$ cat config.mk
export PLATFORM = sky130hd
export DESIGN_NAME = fir_serial_mac
export DESIGN_NICKNAME = d
export VERILOG_FILES = /design/src/rtl/fir_pkg.sv /design/src/rtl/fir_out_reduce.sv /design/src/rtl/fir_serial_mac.sv
export SDC_FILE = /design/constraint.sdc
export NUM_CORES = 1
export LEC_CHECK = 0
export ABC_AREA = 1
export CAP_MARGIN = 20
export CORE_MARGIN = 2
export CORE_UTILIZATION = 40
export CTS_BUF_LIST = sky130_fd_sc_hd__clkbuf_2
export CTS_CLUSTER_SIZE = 10
export DETAILED_ROUTE_END_ITERATION = 10
export PLACE_DENSITY = 0.54
export SLEW_MARGIN = 20
export SYNTH_ARGS = -nofsm -noshare
export SYNTH_HDL_FRONTEND = slang
export SYNTH_SLANG_ARGS = --single-unit
export TNS_END_PERCENT = 30
$ cat constraint.sdc
create_clock -name clk -period 5.1 [get_ports clk]
set_input_delay 1.02 -clock clk [delete_from_list [all_inputs] [get_ports clk]]
set_output_delay 1.02 -clock clk [all_outputs]
set_load 0.05 [all_outputs]
$ cat src/rtl/fir_pkg.sv
// Shared definitions for the serial-MAC FIR filter: FSM state encoding and
// the full-precision accumulator width.
package fir_pkg;

  typedef enum logic [1:0] {
    IDLE       = 2'd0,
    CALC       = 2'd1,
    SET_OUTPUT = 2'd2,
    CONFIG     = 2'd3
  } fir_state_t;

  // Product width plus growth for summing n_taps products.
  function automatic int unsigned acc_width(input int unsigned x_size,
                                            input int unsigned tap_size,
                                            input int unsigned n_taps);
    return x_size + tap_size + $clog2(n_taps);
  endfunction

endpackage

$ cat src/rtl/fir_out_reduce.sv
// Output reduction for the FIR accumulator: arithmetic right shift, then
// narrowing to the output width. Define FIR_SATURATE_EN to clamp to the
// signed output range; otherwise the low bits are kept (two's-complement wrap).
module fir_out_reduce #(
  parameter int unsigned ACC_W     = 15,
  parameter int unsigned Y_N_SIZE  = 12,
  parameter int unsigned OUT_SHIFT = 0
) (
  input  logic [ACC_W-1:0]    acc,
  output logic [Y_N_SIZE-1:0] y
);

  // One guard bit above the wider of the two widths keeps comparisons signed-safe.
  localparam int unsigned W = ((ACC_W > Y_N_SIZE) ? ACC_W : Y_N_SIZE) + 1;

  logic signed [W-1:0] shifted;

  assign shifted = W'($signed(acc) >>> OUT_SHIFT);

`ifdef FIR_SATURATE_EN
  localparam logic signed [W-1:0] Y_MAX = {{(W-Y_N_SIZE+1){1'b0}}, {(Y_N_SIZE-1){1'b1}}};
  localparam logic signed [W-1:0] Y_MIN = ~Y_MAX;

  // Clamp to [-2^(Y_N_SIZE-1), 2^(Y_N_SIZE-1)-1].
  always_comb begin
    y = shifted[Y_N_SIZE-1:0];
    if (shifted > Y_MAX) begin
      y = Y_MAX[Y_N_SIZE-1:0];
    end else if (shifted < Y_MIN) begin
      y = Y_MIN[Y_N_SIZE-1:0];
    end
  end
`else
  assign y = Y_N_SIZE'(shifted);
`endif

endmodule

$ cat src/rtl/fir_serial_mac.sv
// Serial FIR filter: one multiply-accumulate per clock over NBR_OF_TAPS taps,
// with an AXI-stream-style sample handshake and a shift-in coefficient port.
// Optional macro FIR_SATURATE_EN selects output saturation instead of wrap.
module fir_serial_mac
  import fir_pkg::*;
#(
  parameter int unsigned TAP_SIZE    = 4,
  parameter int unsigned NBR_OF_TAPS = 8,
  parameter int unsigned X_N_SIZE    = 8,
  parameter int unsigned Y_N_SIZE    = 12,
  parameter int unsigned OUT_SHIFT   = 0
) (
  input  logic                clk,
  input  logic                reset,
  input  logic [X_N_SIZE-1:0] x_n,
  input  logic                s_axis_fir_tvalid,
  output logic                s_axis_fir_tready,
  input  logic                s_set_coeffs,
  input  logic                s_coeff_valid,
  input  logic [TAP_SIZE-1:0] s_coeff,
  output logic [Y_N_SIZE-1:0] o_y_n,
  output logic                o_y_valid
);

  localparam int unsigned ACC_W = acc_width(X_N_SIZE, TAP_SIZE, NBR_OF_TAPS);
  localparam int unsigned K_W   = $clog2(NBR_OF_TAPS);
  localparam int unsigned P_W   = X_N_SIZE + TAP_SIZE;

  fir_state_t state, state_next;

  logic signed [TAP_SIZE-1:0] taps  [NBR_OF_TAPS];
  logic signed [X_N_SIZE-1:0] buffs [NBR_OF_TAPS];
  logic signed [ACC_W-1:0]    acc, acc_next;
  logic signed [P_W-1:0]      prod;
  logic [K_W-1:0]             k;
  logic                       last_tap;
  logic                       accept;
  logic [Y_N_SIZE-1:0]        y_reduced;

  assign s_axis_fir_tready = (state == IDLE) & ~s_set_coeffs;
  assign last_tap          = (k == K_W'(NBR_OF_TAPS - 1));
  assign prod              = taps[k] * buffs[k];
  assign acc_next          = acc + ACC_W'(prod);

  fir_out_reduce #(
    .ACC_W    (ACC_W),
    .Y_N_SIZE (Y_N_SIZE),
    .OUT_SHIFT(OUT_SHIFT)
  ) u_reduce (
    .acc(acc_next),
    .y  (y_reduced)
  );

  // State register.
  always_ff @(posedge clk) begin
    if (reset) begin
      state <= IDLE;
    end else begin
      state <= state_next;
    end
  end

  // Next-state logic; coefficient mode takes priority over an offered sample.
  always_comb begin
    state_next = state;
    accept     = 1'b0;
    case (state)
      IDLE: begin
        if (s_set_coeffs) begin
          state_next = CONFIG;
        end else if (s_axis_fir_tvalid) begin
          accept     = 1'b1;
          state_next = CALC;
        end
      end
      CALC: begin
        if (last_tap) begin
          state_next = SET_OUTPUT;
        end
      end
      SET_OUTPUT: state_next = IDLE;
      CONFIG: begin
        if (!s_set_coeffs) begin
          state_next = IDLE;
        end
      end
      default: state_next = IDLE;
    endcase
  end

  // Datapath: delay line, MAC, coefficient shift register and output register.
  // The result is captured from the final MAC sum on the edge entering
  // SET_OUTPUT, so o_y_n and o_y_valid are both presented during SET_OUTPUT.
  always_ff @(posedge clk) begin
    if (reset) begin
      for (int unsigned i = 0; i < NBR_OF_TAPS; i++) begin
        taps[i]  <= '0;
        buffs[i] <= '0;
      end
      acc       <= '0;
      k         <= '0;
      o_y_n     <= '0;
      o_y_valid <= 1'b0;
    end else begin
      o_y_valid <= 1'b0;
      if (accept) begin
        for (int unsigned i = 1; i < NBR_OF_TAPS; i++) begin
          buffs[i] <= buffs[i-1];
        end
        buffs[0] <= x_n;
        acc      <= '0;
        k        <= '0;
      end
      if (state == CALC) begin
        acc <= acc_next;
        k   <= last_tap ? '0 : k + 1'b1;
        if (last_tap) begin
          o_y_n     <= y_reduced;
          o_y_valid <= 1'b1;
        end
      end
      if ((state == CONFIG) && s_coeff_valid) begin
        for (int unsigned i = 1; i < NBR_OF_TAPS; i++) begin
          taps[i] <= taps[i-1];
        end
        taps[0] <= s_coeff;
      end
    end
  end

endmodule

Word-level counts from Yosys, hierarchy flattened
Memories as Yosys holds them, arrays and structs flattened. A register that Yosys moved wholly into a read port is not among the register bits.
Cells that the tools add are included.

storage, ports and cells
  flip-flop bits (word level) = 33
  bits in writable memories = 96
  input bits = 17
  word-level logic and storage cells = 84
  memories kept = 2

operators by class
  add/subtract/negate cells = 2
  multipliers = 1
  eq/ne operators = 7
  muxes and demuxes = 42
  bitwise operators = 19
  reduce and logical (&&, ||, !) cells = 6

memory list
  name   words  bits a word  rd ports  clocked after memory_dff  write ports  RTL line              text
  buffs  8      8            8         1                         8            fir_serial_mac.sv:32  logic signed [X_N_SIZE-1:0] buffs [NBR_OF_TAPS];
  taps   8      4            8         1                         8            fir_serial_mac.sv:31  logic signed [TAP_SIZE-1:0] taps [NBR_OF_TAPS];

operators by type and width
  cell                 count
  $mux 8               8
  $mux 4               8
  $mux 15              2
  $mux 3               7
  $or 1x1->1           16
  $add 15x12->15       1
  $mul 4x8->12         1
  $mux 1               12
  $mux 2               4
  $pmux 2 s4           1
  $eq 2x2->1 const B   2
  $ne 2x2->1 const B   2
  $add 3x1->3 const B  1
  $eq 3x3->1 const B   1
  $ne 3x3->1 const B   1
  $reduce_and 3->1     1
  $eq 2x1->1 const B   1
  $logic_not 2->1      1
  $not 1->1            2
  $reduce_and 2->1     1
  $reduce_bool 2->1    1
  $reduce_or 2->1      1
  $and 1x1->1          1
  $logic_and 1x1->1    1

Depth between registers and ports, before layout
  word-level depth = 7
  depth in mapped cells = 29

Modules after synthesis
Synthesis repeated with hierarchy kept, for this count alone.

second synthesis, totals
  cell total of the unflattened synthesis = 940
  area, all modules = 7722.4 µm²

modules (own cells, without submodules)
  module          times used  cells an instance  area each (µm²)  seq. area each (µm²)
  fir_serial_mac  1           928                7632.3           3363.2
  fir_out_reduce  1           12                 90.1             0.0

Worst setup path before layout
No wires, ideal clock.

  path kind = register to register
  start = register with a tool-made name
  end = register o_y_n[8]
  setup time = 117 ps
  arrival = 4160 ps
  required time = 4983 ps
  setup slack = 823 ps
  stages on the path, launching flop included = 28
  buffers on the path = 3
  period minus slack after synthesis = 4277 ps
  path through = dfxtp_1 buf_2 inv_2 buf_2 buf_6 a21oi_1 o21ai_1 nand2_1 inv_1 o21ai_2 nor2_1 fa_1 inv_1 fa_1 inv_1 fa_1 inv_1 fa_1 o21ai_1 nand2_1 nand2_1 nand2_1 nand2_1 nand2_1 nand2_1 nand2_1 o211ai_1 inv_1

RTL lines
  what                  RTL line               text
  to (signal assigned)  fir_serial_mac.sv:118  o_y_n <= y_reduced;
  to (decl)             fir_serial_mac.sv:21   output logic [Y_N_SIZE-1:0] o_y_n,

==> run_results.csv <==
group,metric,value,unit
die,die_height,138,um
hold_path,worstHoldPathType,"reg -> reg",
logic_synthesis,post-synth-top-area-cell,"edfxtp_1",
place,hpwl_reported_at_the_end_of_detailed_placement,10200,um
logic_synthesis,avgSynthCellArea,8.30,um2
critical_path,critPathLaunchType,"flip-flop",
die,pin_count,31,
place,io_buffer_count,30,
power,clock_power_share,0.174,
cells_and_area,post_route_cells_drive_above_1_share,0.0910,
logic_synthesis,yosys.cell_types.count,39,
place,place_area,7740,um2
detailed_routing,routed_wire_length_per_instance,13.1,um
critical_path,critical_path_required,5.74,ns
clocking,clock_tree.root_cell,"clkbuf_2",
status,status,"finished clean",
timing,worst_hold_slack,0.474,ns
timing,fin_tns_setup,0,ns
critical_path,worst_ep_arrival_time,5.43,ns
clocking,h-tree-depth,4,
clocking,clock_latency,0.70,ns
timing,min_period_over_period,0.939,
clocking,clk_pin_slew,0.21,ns
cells_and_area,finalNetCount,968,
detailed_routing,drt_iter0_markers,366,
detailed_routing,vias,5371,
place,gp_congestion,0.828,
power,intPower,2.07,mW
die,die_area,19100,um2
die,core_region_area,17800,um2
logic_synthesis,synth_fp_nets,937,
timing,timing.max_slew.rel_slack,0.454,
logic_synthesis,synth_area_leaders,"edfxtp_1, dfxtp_1, inv_1, fa_1, nand2_1",
global_route,pin_count_of_the_biggest_net_entering_global_routing,65,
logic_synthesis,synth.top_cell.area_share,0.300,
timing,max_slew.worst_pin.slew,0.816,ns
die,die_x,138,um
logic_synthesis,post_synth_instance_area,7210,um2
power,power.sequential.fraction,0.337,
clocking,clockBufferDepth,2,
die,num_rows,49,
cells_and_area,syn_to_final_growth,11.1,%
logic_synthesis,synth_seq_area_share,0.458,
cells_and_area,final_core_utilization,0.449,
logic_synthesis,yosys_warnings,0,
detailed_routing,post_drt_via_cell_ratio,4.70,
clocking,ctsHoldBuffers,0,
detailed_routing,wirelength,15000,um
clocking,tritoncts.num_buffers,17,
global_route,first_pass_grt_wire_length,26000,um
critical_path,worst_path_maximum_fanout,11,
logic_synthesis,synth_enable_flop_cells,72,
power,vdd_ir_drop_max,0.000202,V
power,total_leakage_power,3.59,nW
detailed_routing,drt_pre_antenna_iters,5,
timing,final-setup-viol-count,0,
detailed_routing,detail_route.drc_violations,0,
job,maxCapViolCount,0,
global_route,antenna_found_initial,1,
global_route,gr-usage-all-layers,0.168,
global_route,globalRouteOverflowTotal,0,
critical_path,endpoint_kind,"flip-flop",
timing,layout_min_cycle_time,4.79,ns
logic_synthesis,synth-async-reset-ratio,0,
die,floorplan.initialDensity,0.404,
cells_and_area,stdcell_area,8000,um2
timing,fin_ws,0.311,ns
timing,setup_skew_after_layout,0.0328,ns
detailed_routing,antenna_left,0,
place,post-place-ws,0.225,ns
timing,drv_slew,0,
global_route,first_global_vias,5248,
critical_path,path_class,"reg -> reg",
power,power.switching,1.59,mW
power,power.share.combinational,0.489,
timing,grt_setup_unrepaired,"false",
power,switching_portion_of_total_power,0.435,
timing,clock.fmax,0.209,GHz
logic_synthesis,netlist_instances,868,
timing,timing.final.hold_violations,0,
power,areal_power_density_over_the_cells,457,nW/um2
clocking,cts.sink_count,129,
logic_synthesis,synth_flop_cell,"edfxtp_1",
clocking,tritoncts,"done",
logic_synthesis,synth-seq-cells,129,
[cell usage in the layout (no fill, tap or decap), drive strengths merged, types with 14 or more instances in the layout]
master and n:
nand2 139, a21oi 63, clkbuf 19, o22ai 14, nor2 111, nand3 40
o21ai 68, ha 26, clkdlybuf4s50 30, dfxtp 57, edfxtp 72, inv 194
fa 26
[layout make-up]
cell class / instances / area (um2)
Tap cell: 229 / 287
Multi-Input combinational cell: 512 / 3000
Sequential cell: 129 / 3300
Inverter: 195 / 736
Antenna cell: 1 / 2.50
Timing Repair inverter: 1 / 5.00
Clock buffer: 19 / 95.1
Clock inverter: 13 / 139
Fill cell: 1828 / 9840
Timing Repair Buffer: 43 / 435
[synthesized netlist by cell type, drive strengths merged, types with 14 or more instances]
| cell | count |
|---|---|
| nand3 | 40 |
| ha | 26 |
| nor2 | 111 |
| fa | 26 |
| a21oi | 63 |
| o21ai | 68 |
| buf | 18 |
| inv | 194 |
| clkbuf | 14 |
| o22ai | 14 |
| edfxtp | 72 |
| nand2 | 139 |
| dfxtp | 57 |
[state kept, by name, indices dropped and copies added (netlist names), named ones only]
name / flops
o_y_valid: 1
taps: 32
acc: 12
buffs: 64
k: 3
o_y_n: 12
state: 2
[worst max-delay path: stages (launching register included)]
cell and delay, ns:
dfxtp_1 0.63, clkinvlp_2 0.61, o21ai_2 0.35, inv_2 0.07, nor2_1 0.15, fa_1 0.46
fa_1 0.55, inv_1 0.06, fa_1 0.53, inv_1 0.04, ha_1 0.34, a21o_1 0.19
o21bai_1 0.19, nand3_1 0.10, nand2_1 0.07, xor2_1 0.22, nand2_1 0.08, a21oi_1 0.12
[stage by stage]
step	instances	power, mW
floorplan	868	2.67
global placement	1106	3.04
detailed placement	1106	3.06
CTS	1138	3.72
global route	1142	4.06
finish	1142	3.66
[timing repair]
item,4_1_cts,5_1_grt
endpoints found under the setup margin,0,7
buffers inserted,0,2
hold endpoints to repair,0,0
gates resized for setup,0,1
[per-layer routing]
metal  routed length, um  GRT usage  vias up
li1                    -          -     2787
met1                7530      0.233     2496
met2                6740      0.269       74
met3                 519     0.0364       14
met4                 172     0.0414        0
met5                   0          0        -
[power groups by stage]
stage / logic [mW] / clock network, mW / registers, mW
after global routing: 2.11 / 0.705 / 1.25
after global placement: 1.79 / 0 / 1.26
final: 1.79 / 0.636 / 1.23
after CTS: 1.82 / 0.664 / 1.23
after detailed placement: 1.81 / 0 / 1.26
after floorplan: 1.43 / 0 / 1.24
[cells by family after synthesis]
kind of cell    synth area share
simple gates               0.169
buf+inv                    0.126
compound gates             0.122
flops                      0.458
fa+ha+maj                  0.117
xor+xnor                 0.00729
[worst paths after layout]
kind,cells after the start,slack [ns],startpoint,end
max reg2reg,17,0.31,flip-flop,acc[9]
min,2,0.47,o_y_n[4],o_y_n[4]
max,17,0.31,flip-flop,acc[9]
min reg2reg,2,0.47,o_y_n[4],o_y_n[4]
(Power assumes the default switching activity.)
